$ cat config.mk
export PLATFORM = sky130hd
export DESIGN_NAME = alu_serial_seq
export DESIGN_NICKNAME = d
export VERILOG_FILES = /design/src/rtl/alu_pkg.sv /design/src/rtl/alu_bit_slice.sv /design/src/rtl/alu_serial_seq.sv
export SDC_FILE = /design/constraint.sdc
export NUM_CORES = 1
export LEC_CHECK = 0
export BUFFER_PORTS_ARGS = -buffer_cell sky130_fd_sc_hd__buf_4
export CORE_MARGIN = 5
export CORE_UTILIZATION = 53
export DETAILED_ROUTE_END_ITERATION = 16
export PLACE_DENSITY = 0.79
export SYNTH_ARGS = -nofsm -noshare
export SYNTH_HDL_FRONTEND = slang
export SYNTH_SLANG_ARGS = --single-unit
$ cat constraint.sdc
create_clock -name clk -period 2.5 [get_ports clk]
set_input_delay 0.5 -clock clk [delete_from_list [all_inputs] [get_ports clk]]
set_output_delay 0.5 -clock clk [all_outputs]
set_load 0.05 [all_outputs]
$ cat src/rtl/alu_pkg.sv
// ============================================================================
//  Module   : alu_pkg
//  Brief    : Shared funct codes, FSM encodings and decode helpers for the
//             bit-serial ALU sequencer and its 1-bit slice.
//  Revision : 1.0  initial release
// ============================================================================
`default_nettype none

package alu_pkg;

    localparam logic [5:0] FN_ADD = 6'd32;
    localparam logic [5:0] FN_SUB = 6'd34;
    localparam logic [5:0] FN_AND = 6'd36;
    localparam logic [5:0] FN_OR  = 6'd37;
    localparam logic [5:0] FN_SLT = 6'd42;

    localparam logic [1:0] c_st_idle = 2'd0;
    localparam logic [1:0] c_st_run  = 2'd1;
    localparam logic [1:0] c_st_done = 2'd2;

    function automatic logic is_supported(input logic [5:0] fn);
        case (fn)
            FN_ADD, FN_SUB, FN_AND, FN_OR: is_supported = 1'b1;
`ifdef ALU_SERIAL_SEQ_SLT_EN
            FN_SLT:                        is_supported = 1'b1;
`endif
            default:                       is_supported = 1'b0;
        endcase
    endfunction

    // SLT is evaluated as a subtraction, so it shares the arithmetic path.
    function automatic logic is_arith(input logic [5:0] fn);
        is_arith = (fn == FN_ADD) || (fn == FN_SUB) || (fn == FN_SLT);
    endfunction

    function automatic logic inverts_b(input logic [5:0] fn);
        inverts_b = (fn == FN_SUB) || (fn == FN_SLT);
    endfunction

endpackage

`default_nettype wire

$ cat src/rtl/alu_bit_slice.sv
// ============================================================================
//  Module   : alu_bit_slice
//  Brief    : Combinational 1-bit ALU slice (AND/OR/ADD/SUB); unsupported
//             selects produce zero.
//  Revision : 1.0  initial release
// ============================================================================
`default_nettype none

module alu_bit_slice
    import alu_pkg::*;
(
    input  logic       a,
    input  logic       b,
    input  logic       cin,
    input  logic [5:0] sel,
    output logic       out,
    output logic       cout
);

    logic w_b;

    always_comb begin
        w_b  = b ^ inverts_b(sel);
        out  = 1'b0;
        cout = 1'b0;
        case (sel)
            FN_AND: out = a & b;
            FN_OR:  out = a | b;
            default: begin
                if (is_arith(sel)) begin
                    out  = a ^ w_b ^ cin;
                    cout = (a & w_b) | (a & cin) | (w_b & cin);
                end
            end
        endcase
    end

endmodule

`default_nettype wire

$ cat src/rtl/alu_serial_seq.sv
// ============================================================================
//  Module   : alu_serial_seq
//  Brief    : Bit-serial sequencer driving one alu_bit_slice over WIDTH cycles,
//             valid/ready on both sides. Define ALU_SERIAL_SEQ_SLT_EN for SLT.
//  Revision : 1.0  initial release
// ============================================================================
`default_nettype none

module alu_serial_seq
    import alu_pkg::*;
#(
    parameter int WIDTH = 32,
    parameter int CNT_W = $clog2(WIDTH)
) (
    input  logic             clk,
    input  logic             reset,
    input  logic             in_valid,
    output logic             in_ready,
    input  logic [WIDTH-1:0] op_a,
    input  logic [WIDTH-1:0] op_b,
    input  logic [5:0]       funct,
    output logic             out_valid,
    input  logic             out_ready,
    output logic [WIDTH-1:0] result,
    output logic             carry_out,
    output logic             zero,
    output logic             illegal
);

    logic [1:0]       r_state;
    logic [WIDTH-1:0] r_a;
    logic [WIDTH-1:0] r_b;
    logic [WIDTH-1:0] r_result;
    logic [5:0]       r_funct;
    logic [CNT_W-1:0] r_cnt;
    logic             r_carry;
    logic             r_bad;
    logic             r_carry_out;
    logic             r_zero;
    logic             r_illegal;

    logic             w_out;
    logic             w_cout;
    logic             w_last;
    logic [WIDTH-1:0] w_res_next;

    alu_bit_slice u_slice (
        .a    (r_a[0]),
        .b    (r_b[0]),
        .cin  (r_carry),
        .sel  (r_funct),
        .out  (w_out),
        .cout (w_cout)
    );

    // Operands and result shift right, so the slice always sees bit 0 and the
    // new sum bit enters at the MSB; after WIDTH shifts bit 0 sits at the LSB.
    assign w_last     = (r_cnt == CNT_W'(WIDTH - 1));
    assign w_res_next = {w_out, r_result[WIDTH-1:1]};

`ifdef ALU_SERIAL_SEQ_SLT_EN
    logic w_slt;
    // Sign of A-B corrected by overflow: sum[MSB] ^ cin[MSB] ^ cout[MSB].
    assign w_slt = w_out ^ r_carry ^ w_cout;
`endif

    always_ff @(posedge clk) begin
        if (reset) begin
            r_state     <= c_st_idle;
            r_a         <= '0;
            r_b         <= '0;
            r_result    <= '0;
            r_funct     <= '0;
            r_cnt       <= '0;
            r_carry     <= 1'b0;
            r_bad       <= 1'b0;
            r_carry_out <= 1'b0;
            r_zero      <= 1'b0;
            r_illegal   <= 1'b0;
        end else begin
            case (r_state)
                c_st_idle: begin
                    if (in_valid) begin
                        r_a         <= op_a;
                        r_b         <= op_b;
                        r_funct     <= funct;
                        r_cnt       <= '0;
                        r_carry     <= inverts_b(funct);
                        r_bad       <= ~is_supported(funct);
                        r_result    <= '0;
                        r_carry_out <= 1'b0;
                        r_zero      <= 1'b0;
                        r_illegal   <= 1'b0;
                        r_state     <= c_st_run;
                    end
                end
                c_st_run: begin
                    if (r_bad) begin
                        r_result    <= '0;
                        r_carry_out <= 1'b0;
                        r_zero      <= 1'b1;
                        r_illegal   <= 1'b1;
                        r_state     <= c_st_done;
                    end else begin
                        r_a      <= {1'b0, r_a[WIDTH-1:1]};
                        r_b      <= {1'b0, r_b[WIDTH-1:1]};
                        r_result <= w_res_next;
                        r_cnt    <= r_cnt + CNT_W'(1);
                        if (is_arith(r_funct)) begin
                            r_carry <= w_cout;
                        end
                        if (w_last) begin
                            r_state     <= c_st_done;
                            r_zero      <= (w_res_next == '0);
                            r_carry_out <= is_arith(r_funct) ? w_cout : 1'b0;
`ifdef ALU_SERIAL_SEQ_SLT_EN
                            if (r_funct == FN_SLT) begin
                                r_result    <= {{(WIDTH-1){1'b0}}, w_slt};
                                r_zero      <= ~w_slt;
                                r_carry_out <= 1'b0;
                            end
`endif
                        end
                    end
                end
                c_st_done: begin
                    if (out_ready) begin
                        r_state <= c_st_idle;
                    end
                end
                default: r_state <= c_st_idle;
            endcase
        end
    end

    assign in_ready  = (r_state == c_st_idle);
    assign out_valid = (r_state == c_st_done);
    assign result    = r_result;
    assign carry_out = r_carry_out;
    assign zero      = r_zero;
    assign illegal   = r_illegal;

endmodule

`default_nettype wire
# Word level (Yosys, flattened, before mapping)
# Cells that the tools add are included.
# word_totals
register_bits	114
out_inout_bits	37
word_cells	96
# classes
add_sub_neg	1
n_eq_ne	19
mux	38
bitwise_logic	11
reduce_logical	16
# op_table
cell	n
$mux W32	6
$pmux W32 S2	3
$eq A6 B6 Y1 const B	10
$logic_not A32 Y1	1
$mux W1	16
$reduce_and A3 Y1	4
$mux W5	2
$pmux W1 S2	5
$pmux W5 S2	1
$mux W2	4
$ne A2 B2 Y1 const B	4
$pmux W2 S3	1
$add A5 B1 Y5 const B	1
$eq A5 B5 Y1 const B	1
$and A1 B1 Y1	4
$logic_or A1 B1 Y1	4
$reduce_and A2 Y1	2
$reduce_and A4 Y1	1
$reduce_or A4 Y1	1
$ne A3 B3 Y1 const B	1
$or A1 B1 Y1	3
$xor A1 B1 Y1	3
$eq A2 B1 Y1 const B	1
$eq A2 B2 Y1 const B	1
5 further kinds	5

# Logic depth before layout (Yosys ltp)
# logic_depth
word_depth	11
depth_mapped	7

# Modules after synthesis
# Synthesis repeated with hierarchy kept, for this count alone.
# hier_totals
cells_unflattened	583
hier_area_um2	5295.1
# by_module_without_submodules
mod	instances	cells_each	area_per_inst_um2	seq_area_each_um2
alu_serial_seq	1	571	5178.7	2282.2
alu_bit_slice	1	12	116.4	0.0

# Worst setup path after synthesis
# OpenSTA, ideal clock, no wires.
# synth_timing
kind	reg2reg
start	register r_funct[0]
end	register r_carry_out (netlist: carry_out)
setup_time_ns	0.070
arrival_ns	1.872
t_required_ns	2.430
slack_ns	0.558
stages_incl_launch_ff	7
n_path_buf	0
cell_sequence	dfxtp_1 > nor4b_2 > nand2_1 > xor2_1 > fa_1 > or4_1 > a21oi_1
# synth_between
elab_chain_cells	11
elab_cells_between_ends	19
classes_between	5 x eq/ne; 5 x mux; 5 x bitwise; 4 x reduce/logical
# synth_lines
item	line	source
from (decl)	alu_serial_seq.sv:34	logic [5:0] r_funct;
from (signal assigned)	alu_serial_seq.sv:86	r_funct <= funct;
$eq A6 B6 Y1	alu_pkg.sv:33, alu_pkg.sv:37	
$logic_or A1 B1 Y1	alu_pkg.sv:37	inverts_b = (fn == FN_SUB) || (fn == FN_SLT);
$xor A1 B1 Y1	alu_bit_slice.sv:23	w_b = b ^ inverts_b(sel);
$and A1 B1 Y1	alu_bit_slice.sv:32	cout = (a & w_b) | (a & cin) | (w_b & cin);
$or A1 B1 Y1 (2 in a row)	alu_bit_slice.sv:32	
$mux W1	alu_bit_slice.sv:26	case (sel)
$mux W1 *	alu_serial_seq.sv:115	r_carry_out <= is_arith(r_funct) ? w_cout : 1'b0;
$mux W1 *	alu_serial_seq.sv:112	if (w_last) begin
$mux W1 *	alu_serial_seq.sv:98	if (r_bad) begin
$pmux W1 S2 *	alu_serial_seq.sv:81	case (r_state)
to (signal assigned)	alu_serial_seq.sv:115	
to (decl)	alu_serial_seq.sv:38	logic r_carry_out;
# Mark *: on every way between the ends. The rest lies on a longest branch, timed or not. The select of a mux whose other input is x is not followed.
# A chain may end at the register's enable or synchronous reset.

# Final worst setup path
# layout_timing
start	register r_state[1]
end	output out_valid
# layout_between
elab_chain_cells	1
# layout_lines
item	line	source
from (decl)	alu_serial_seq.sv:30	logic [1:0] r_state;
from (signal assigned)	alu_serial_seq.sv:69	r_state <= c_st_idle;
from (signal assigned)	alu_serial_seq.sv:94	r_state <= c_st_run;
from (signal assigned)	alu_serial_seq.sv:103	r_state <= c_st_done;
$eq A2 B2 Y1	alu_serial_seq.sv:137	assign out_valid = (r_state == c_st_done);
to (decl)	alu_serial_seq.sv:22	output logic out_valid,
# Every way passes these cells.

==> reports/qor_table.md <==
| Parameter | This run |
| --- | --- |
| Outcome | finished clean |
| Syn nets | 654 |
| Overall via count from detail_route | 4440 |
| Ratio of cells with drive above 1 in the final layout | 0.232 |
| Kind of launch point of the worst setup path | register |
| Worst-path maximum fanout | 10 |
| Layout Area Growth over Synthesis | 29.4% |
| Type of the worst min-delay path | primary input to register |
| Setup Fix Bufs, Post-CTS | 0 |
| Register area share after synthesis | 0.480 |
| Post-cts gate resize count | 0 |
| Slew margin rel. | 0.668 |
| Number of primary I/O pins | 111 |
| Diodes inserted | 0 |
| Floorplan Core Area | 8720 sq um |
| Tot GR Track Use | 0.206 |
| Weighted congestion reported at the end of routability-driven placement | 0.810 |
| Cell variety after synth | 47 |
| Seq cells post-synth | 114 |
| Worst R2R Path Depth | 6 |
| CP required | 2.00 ns |
| H-tree depth reported by CTS | 4 |
| Cell-internal power | 3580 uW |
| Proportion of synthesized flip-flops having asynchronous set or reset | 0 |
| Hold bufs inserted after CTS | 0 |
| Total length of routed wires | 11.4 mm |
| Minimum setup slack among reg-to-reg paths | 0.42 ns |
| Flop pwr share | 0.417 |
| Total power per unit cell area | 801 nW/um^2 |
| Peak supply drop | 0.693 mV |
| Clock tree from TritonCTS | done |
| Dominant synthesized flop cell | sky130_fd_sc_hd__dfxtp_1 |
| Proportion of netlist area held by the largest area contributor | 0.480 |
| Number of antenna violations at the first check in global routing | 0 |
| Clock network latency to the later pin of the worst-skew pair | 0.51 ns |
| Setup repair after global routing missed its margin | false |
| Final-report setup violation count | 0 |
| Drt first-iter violations | 267 |
| CTS Root Cell | sky130_fd_sc_hd__clkbuf_8 |
| Start point of the worst min-delay path | funct[3] |
| Endpoint of the lowest-slack register-to-register path | carry_out$_SDFFE_PP0P_ |
| Width of the die | 105 um |
| Maximum number of pins on one net before global-route repair | 127 |
| Remaining global-route overflow | 0 |
| Detail-routed via count per cell | 5.66 |
| Remaining number of nets flagged by the antenna check after routing | 0 |
| Most numerous cell in the Yosys netlist | sky130_fd_sc_hd__nand2_1 |
| Number of remaining DRC errors | 0 |
| Layout Nets | 740 |
| Clock period minus final worst setup slack | 2.16 ns |
| Endpoint class of the critical path | primary output |
| Clock Sinks | 114 |
| Worst endpoint data arrival time | 1.66 ns |
| Initial standard-cell utilization of the core | 0.546 |
| Final setup skew | 0.0102 ns |
| Maximum frequency from static timing analysis | 0.464 GHz |
| Terminating pin of the worst hold path | r_funct[3]$_SDFFE_PP0P_ |
| Switching Share | 0.273 |
| Global-route wire length before repair | 19.1 mm |
| List of most frequent post-synthesis cells | sky130_fd_sc_hd__nand2_1 (142), sky130_fd_sc_hd__dfxtp_1 (114), sky130_fd_sc_hd__nor2_1 (103) |
| Fin crit share | 0.862 |
| Net switching power | 1350 uW |
| Vias in the first global route | 4196 |
| Part of the power in combinational logic | 0.132 |
| Summed instance area of the synthesized netlist | 4760 sq um |
| Slew at the pin with the worst max-slew slack | 0.498 ns |
| Half-perimeter wire length of the detailed placement result | 7.38 mm |
| Die height | 105 um |
| IO buf count | 110 |
| Total power | 4930 uW |
| Instance count along the most critical hold path | 3 |
| Number of max-slew violations in the final report | 0 |
| Synth area leaders | sky130_fd_sc_hd__dfxtp_1 (48%), sky130_fd_sc_hd__a311oi_1 (12%), sky130_fd_sc_hd__nand2_1 (11%) |
| Number of buffers inserted during clock tree synthesis | 17 |
| Leakage power | 0.00251 uW |
| Category of the critical setup timing path | register to primary output |
| Die area | 11000 sq um |
| Total negative slack for setup checks | 0 ns |
| Clock transition at the register clock pins on the worst setup and hold paths after CTS | 0.06 ns |
| Maxcap violations | 0 |
| Number of rows created at floorplan | 34 |
| Count of final hold-check violations | 0 |
| Cell taking the most area after synthesis | sky130_fd_sc_hd__dfxtp_1 |
| Synthesized area per cell | 8.25 sq um |
| Number of iterations in the first detailed-routing pass | 4 |
| Gate count of the mapped netlist | 577 |
| Clock power share | 0.452 |
| Reg2Reg Launch Point | r_funct[0]$_SDFFE_PP0P_ |
| Buffer levels on the longest clock path | 2 |
| Routed wire length per instance | 14.5 um |
| Number of warnings issued by yosys | 0 |
| Post-synth EDFFs | 0 |
[routing by layer]
metal,part of all wire,vias to the layer above,GRT usage
li1,-,2214,-
met1,0.44,2069,0.266
met2,0.49,150,0.331
met3,0.068,7,0.0647
met4,0.0040,0,0.0648
met5,0,-,0
[placed cells by master, fill, tap and decap left out, types with 2 or more instances in the layout]
cell type	n
sky130_fd_sc_hd__o22ai_1	2
sky130_fd_sc_hd__a211oi_1	2
sky130_fd_sc_hd__buf_12	3
sky130_fd_sc_hd__a21oi_1	8
sky130_fd_sc_hd__a311oi_1	63
sky130_fd_sc_hd__dfxtp_1	114
sky130_fd_sc_hd__ha_1	2
sky130_fd_sc_hd__nor3_1	4
sky130_fd_sc_hd__nand2_1	142
sky130_fd_sc_hd__buf_4	114
sky130_fd_sc_hd__nand3_1	3
sky130_fd_sc_hd__clkbuf_16	16
sky130_fd_sc_hd__clkinvlp_4	8
sky130_fd_sc_hd__nor2_1	103
sky130_fd_sc_hd__nand2b_1	3
sky130_fd_sc_hd__inv_1	5
sky130_fd_sc_hd__nand4_1	2
sky130_fd_sc_hd__nor4_1	6
sky130_fd_sc_hd__clkbuf_8	2
sky130_fd_sc_hd__a21o_1	2
sky130_fd_sc_hd__inv_6	3
sky130_fd_sc_hd__xor2_1	3
sky130_fd_sc_hd__a22oi_1	37
[power groups by stage]
stage          registers (uW)  clock network (uW)  logic, uW
2_1_floorplan            2070                   0        470
3_3_place_gp             2080                   0        631
3_5_place_dp             2090                   0        652
4_1_cts                  2050                2260        653
5_1_grt                  2070                2350        734
6_report                 2050                2230        649
[stage by stage]
| step | area [sq um] | std cells | utilization | setup WS (ns) | hold WS [ns] |
|---|---|---|---|---|---|
| after floorplan | 4760 | 577 | - | 0.558 | 0.436 |
| after global placement | 5600 | 752 | 0.642 | 0.498 | 0.447 |
| after detailed placement | 5600 | 752 | 0.642 | 0.434 | 0.460 |
| after CTS | 6160 | 784 | 0.706 | 0.328 | 0.229 |
| after global routing | 6160 | 784 | 0.706 | 0.253 | 0.232 |
| final | 6160 | 784 | 0.706 | 0.345 | 0.254 |
[worst max-delay path by stage]
stage                       startpoint                endpoint
6_report       r_state[1]$_SDFFE_PP0P_               out_valid
5_1_grt        r_state[1]$_SDFFE_PP0P_               out_valid
4_1_cts        r_state[1]$_SDFFE_PP0P_               out_valid
3_5_place_dp   r_funct[0]$_SDFFE_PP0P_  carry_out$_SDFFE_PP0P_
3_3_place_gp   r_funct[0]$_SDFFE_PP0P_  carry_out$_SDFFE_PP0P_
2_1_floorplan  r_funct[0]$_SDFFE_PP0P_  carry_out$_SDFFE_PP0P_
[cell families after synthesis]
| logic type | after synthesis | synth area share |
|---|---|---|
| AO/OA/AOI/OAI | 122 | 0.206 |
| buffers and inverters | 55 | 0.0521 |
| XOR/XNOR | 3 | 0.00552 |
| adder cells (fa/ha/maj) | 4 | 0.0116 |
| AND/OR/NAND/NOR | 278 | 0.243 |
| flip-flops | 114 | 0.480 |
| multiplexers | 1 | 0.00210 |
[registers in the layout, indices dropped and copies added (netlist names)]
| signal | count |
|---|---|
| r_a | 32 |
| r_b | 32 |
| result | 32 |
| r_funct | 6 |
| r_cnt | 5 |
| r_state | 2 |
| carry_out | 1 |
| illegal | 1 |
| r_bad | 1 |
| r_carry | 1 |
| zero | 1 |
[worst max-delay path, cell delays in order, from the launching register on]
cell and delay, ns:
sky130_fd_sc_hd__dfxtp_1 0.62, sky130_fd_sc_hd__nor2b_1 0.28, sky130_fd_sc_hd__buf_4 0.24
[area by class of cell]
cell class | count | area [sq um]
Sequential cell | 114 | 2280
Multi-Input combinational cell | 408 | 2250
Fill cell | 653 | 2560
Clock inverter | 14 | 130
Inverter | 5 | 18.8
Tap cell | 108 | 135
Timing Repair Buffer | 117 | 916
Clock buffer | 18 | 428
Power figures use the tool's default switching activity.
